--- config.mk ---
export PLATFORM = sky130hd
export DESIGN_NAME = booth_r4_seq_mult
export DESIGN_NICKNAME = d
export VERILOG_FILES = /design/src/rtl/booth_r4_seq_mult.sv
export SDC_FILE = /design/constraint.sdc
export NUM_CORES = 1
export LEC_CHECK = 0
export BUFFER_PORTS_ARGS = -buffer_cell sky130_fd_sc_hd__clkbuf_2
export CAP_MARGIN = 10
export CORE_MARGIN = 1
export CORE_UTILIZATION = 45
export DETAILED_ROUTE_END_ITERATION = 8
export PLACE_DENSITY = 0.73
export REMOVE_ABC_BUFFERS = 1
export SETUP_SLACK_MARGIN = 0.2
export SYNTH_ARGS = -nofsm -noshare
export SYNTH_HDL_FRONTEND = slang
export SYNTH_SLANG_ARGS = --single-unit
--- constraint.sdc ---
create_clock -name clk -period 3.2 [get_ports clk]
set_input_delay 0.32 -clock clk [delete_from_list [all_inputs] [get_ports clk]]
set_output_delay 0.32 -clock clk [all_outputs]
set_load 0.02 [all_outputs]
--- src/rtl/booth_r4_seq_mult.sv ---
`default_nettype none
// ============================================================================
// Module   : booth_r4_seq_mult
// Brief    : Sequential radix-4 Booth multiplier, two multiplier bits per clock,
//            per-transaction signed/unsigned mode, valid/ready on both sides.
// Revision : 1.0
// ============================================================================
module booth_r4_seq_mult #(
    parameter int N = 8
) (
    input  logic           clk,
    input  logic           rst_n,
    input  logic           in_valid,
    output logic           in_ready,
    input  logic           signed_en,
    input  logic [N-1:0]   M,
    input  logic [N-1:0]   Q,
    output logic           out_valid,
    input  logic           out_ready,
    output logic [2*N-1:0] P,
    output logic           busy
);

    localparam int ITER = N / 2 + 1;
    localparam int XW   = N + 2;
    localparam int AW   = N + 4;
    localparam int CW   = $clog2(ITER);
    localparam logic [CW-1:0] LAST_DIGIT = CW'(ITER - 1);

    generate
        if ((N % 2) != 0 || N < 4) begin : g_bad_width
            $error("booth_r4_seq_mult: N must be even and >= 4");
        end
    endgenerate

    typedef enum logic [2:0] {
        S_IDLE = 3'b001,
        S_CALC = 3'b010,
        S_DONE = 3'b100
    } state_t;

    state_t          state_q;
    logic [XW-1:0]   m_q;
    logic [XW-1:0]   q_q;
    logic            qm1_q;
    logic [AW-1:0]   acc_q;
    logic [CW-1:0]   cnt_q;
    logic [2*N-1:0]  p_q;

    logic [XW-1:0]   m_ext;
    logic [XW-1:0]   q_ext;
    logic [AW-1:0]   m_x;
    logic [AW-1:0]   pp;
    logic [AW-1:0]   sum;
    logic [AW-1:0]   acc_d;
    logic [XW-1:0]   q_d;
    logic            qm1_d;

    // Extension to N+2 bits lets an unsigned operand be treated as a positive signed one.
    assign m_ext = signed_en ? {{2{M[N-1]}}, M} : {2'b00, M};
    assign q_ext = signed_en ? {{2{Q[N-1]}}, Q} : {2'b00, Q};

    always_comb begin
        m_x = {{2{m_q[XW-1]}}, m_q};
        case ({q_q[1:0], qm1_q})
            3'b001, 3'b010: pp = m_x;
            3'b011:         pp = m_x << 1;
            3'b100:         pp = -(m_x << 1);
            3'b101, 3'b110: pp = -m_x;
            default:        pp = '0;
        endcase
        sum   = acc_q + pp;
        acc_d = {{2{sum[AW-1]}}, sum[AW-1:2]};
        q_d   = {sum[1:0], q_q[XW-1:2]};
        qm1_d = q_q[1];
    end

    always_ff @(posedge clk or negedge rst_n) begin
        if (!rst_n) begin
            state_q <= S_IDLE;
            m_q     <= '0;
            q_q     <= '0;
            qm1_q   <= 1'b0;
            acc_q   <= '0;
            cnt_q   <= '0;
            p_q     <= '0;
        end else begin
            case (state_q)
                S_IDLE: begin
                    if (in_valid) begin
                        m_q     <= m_ext;
                        q_q     <= q_ext;
                        qm1_q   <= 1'b0;
                        acc_q   <= '0;
                        cnt_q   <= '0;
                        state_q <= S_CALC;
                    end
                end
                S_CALC: begin
                    acc_q <= acc_d;
                    q_q   <= q_d;
                    qm1_q <= qm1_d;
                    cnt_q <= cnt_q + CW'(1);
                    if (cnt_q == LAST_DIGIT) begin
                        p_q     <= {acc_d[N-3:0], q_d};
                        state_q <= S_DONE;
                    end
                end
                S_DONE: begin
                    if (out_ready) begin
                        state_q <= S_IDLE;
                    end
                end
                default: state_q <= S_IDLE;
            endcase
        end
    end

    assign in_ready  = (state_q == S_IDLE);
    assign out_valid = (state_q == S_DONE);
    assign busy      = (state_q != S_IDLE);
    assign P         = p_q;

endmodule
`default_nettype wire

==> results.tsv <==
stage	metric	value	unit
status	status	completed	
cts	CTS clk-pin slew, worst paths	110	ps
setup_path	arrival time at the worst endpoint	3290	ps
power	Leak	0.001799	µW
synth	async set-reset flop share out of synthesis	1.000	
cts	H-tree Lvls	2	
cts	CTS Buffer Depth	2	
synth	Synth Area in Adders	0.06388	
flow_run	max-cap violation count	0	
finish	multi-input logic area	1793	µm²
timing	setup_tns	0	ps
global_routing	first-pass GRT wire length	12200	µm
floorplan	die width	84.40	µm
floorplan	area of the core	6459	µm²
synth	post-synthesis mux area share	0.03645	
finish	Reg area	1306	µm²
finish	ratio of cells with drive above 1 in the final layout	0.2917	
drt	Detailed Route WL	7431	µm
cts	clk_lat worst skew	310	ps
synth	post-synthesis average cell area	8.705	µm²
cts	Num CTS Buffers	5	
timing	post-route clock skew	9.712	ps
synth	Synth top area share	0.4177	
global_routing	total track usage	0.2156	
floorplan	I/O Pins	40	
timing	unrepaired setup endpoints after global routing	yes	
synth	Yosys top cell by area	dfrtp_1	
drt	# DRC	0	
timing	hold slack	118.5	ps
drt	DRT iter0 DRCs	175	
synth	largest family of logic cells by synthesized area	simple AND/OR/NAND/NOR gates	
synth	number of enable flip-flop cells after synthesis	0	
synth	post-synth cell types	46	
global_routing	largest net degree at the start of global routing	36	
power	maximum vdd drop	0.0006774	V
cts	root buffer selected by CTS	clkbuf_8	
floorplan	die area	7123	µm²
timing	Max Slew Vio Count	0	
global_routing	vias in the first global route	2624	
drt	DRT Pass-1 Iters	4	
finish	Final nets	443	
floorplan	initial core utilization	0.4731	
synth	Yosys Warn Count	0	
global_routing	GR Overflow Total	0	
synth	Synth Area in XOR/XNOR	0.04300	
drt	DRT antenna net count	0	
setup_path	critical path fanouts, max	5	
synth	register area share after synthesis	0.4263	
timing	Final setup viols	0	
floorplan	row count	29	
cts	Hold-fix buffers, CTS	0	
cts	clock sinks	52	
synth	post-synthesis cell count	351	
floorplan	Die H	84.40	µm
placed_design	port bufs	39	
placed_design	gpl congestion	0.9160	
placed_design	Post-DP HPWL	5136	µm
finish	number of fill cells	564	
drt	Vias per Instance	5.689	
timing	Final min period	3034	ps
power	Final Power	4299	µW
min_path	Hold WC Path Type	in -> async	
synth	Synth Area in Compound Gates	0.1929	
setup_path	CP endpoint kind	register	
synth	Synth Cell Area	3055	µm²
timing	Tcrit/Tclk final	0.9480	
timing	Worst-Margin Slew	1058	ps
setup_path	Crit Path Class	reg -> reg	
global_routing	initial antenna violation count	0	
setup_path	CP Launch Type	register	
drt	routed vias	2759	
timing	Peak Freq	329.6	MHz
setup_path	WP data required	3460	ps
timing	Worst slew margin	0.2928	
synth	most common cell in the netlist	nand2_1	
synth	top cells by area, synth	dfrtp_1, nand2_1, ha_1	
synth	Commonest cells post-synth	nand2_1, dfrtp_1, o21ai_0	
synth	Main synth FF type	dfrtp_1	
synth	simple-gate share of the synthesized area	0.1949	
finish	area grow syn2layout	22.85	%
drt	WL per Instance	15.32	µm
timing	final hold viol count	0	
finish	ant diodes	0	
cts	CTS tree	done	
power	PwrDens	1145	nW/µm²
synth	Synth Register Bits	52	
-- layer usage --
layer,vias up,global-route usage,wire [µm]
met5,-,0,0
li1,1342,-,-
met3,14,0.03736,416
met2,75,0.3621,3529
met4,0,0.07088,145
met1,1328,0.2850,3341
-- worst max-delay path, cell delays in order, from the launching register on --
cell,delay [ps]
dfrtp_1,390
or4_4,590
nor2_4,120
xnor2_2,70
a22oi_1,160
a21oi_1,100
ha_1,390
o211ai_1,170
a21oi_2,200
o41ai_4,100
a31oi_1,200
xor2_1,100
or3_1,300
nand3_1,80
-- layout make-up --
class	count	area share
clock inverter	3	0.007000
clock buffer	5	0.01833
timing repair buffer	69	0.1113
sequential	52	0.3480
tap	77	0.02567
multi-input combinational	267	0.4777
inverter	12	0.01200
-- logic make-up after synthesis --
kind of cell,after synthesis
buffers and inverters,32
AOI/OAI and AO/OA,92
and+or+nand+nor,135
xor gates and xnor gates,15
adders and majority gates,15
DFF,52
muxes,10
-- flip-flops by register name, summed over array words and instances, names as in the netlist --
register / flops
cnt_q: 3
state_q: 3
q_q: 10
P: 16
m_q: 9
acc_q: 10
qm1_q: 1
-- power by group --
group / total (µW) / internal [µW] / switching (µW)
Sequential: 1180 / 911 / 267
Combinational: 2720 / 1210 / 1500
Clock: 403 / 162 / 241
Total: 4300 / 2290 / 2010
-- cells in the final DEF, fill, tap and decap left out, types with 4 or more instances in the layout --
| master | count |
|---|---|
| clkbuf_2 | 40 |
| buf_4 | 29 |
| nor2_1 | 26 |
| clkbuf_8 | 5 |
| nand2_1 | 72 |
| xor2_1 | 7 |
| nand3_1 | 12 |
| a21oi_1 | 12 |
| dfrtp_1 | 48 |
| xnor2_1 | 4 |
| o21ai_0 | 28 |
| or3_1 | 4 |
| a31oi_1 | 11 |
| ha_1 | 11 |
| mux2_2 | 9 |
| inv_1 | 10 |
| a211oi_1 | 4 |
-- worst paths after layout --
check,depth (start not counted),slack [ps],end,start
max,13,170,acc_q[10],m_q[2]
min,1,120,P[3],rst_n
max reg2reg,13,170,acc_q[10],m_q[2]
min reg2reg,2,490,P[14],P[14]
max in group asynchronous,2,2230,state_q[0],rst_n
min in group clk,3,190,m_q[5],M[5]
-- stage by stage --
step / area (µm²) / worst slack, ps / utilization / std cells
4_1_cts: 3543 / 205.5 / 0.5486 / 473
6_report: 3754 / 166.3 / 0.5812 / 485
5_1_grt: 3754 / 3.084 / 0.5812 / 485
3_5_place_dp: 3397 / 86.22 / 0.5260 / 465
3_3_place_gp: 3397 / 146.1 / 0.5260 / 465
2_1_floorplan: 2970 / 218.3 / - / 331
-- timing repair --
action	CTS	global route
gates resized for setup	11	25
buffers inserted	0	12
setup endpoints to repair	3	6
pin swaps	0	15
No activity file was read; power rests on OpenSTA's default activity.
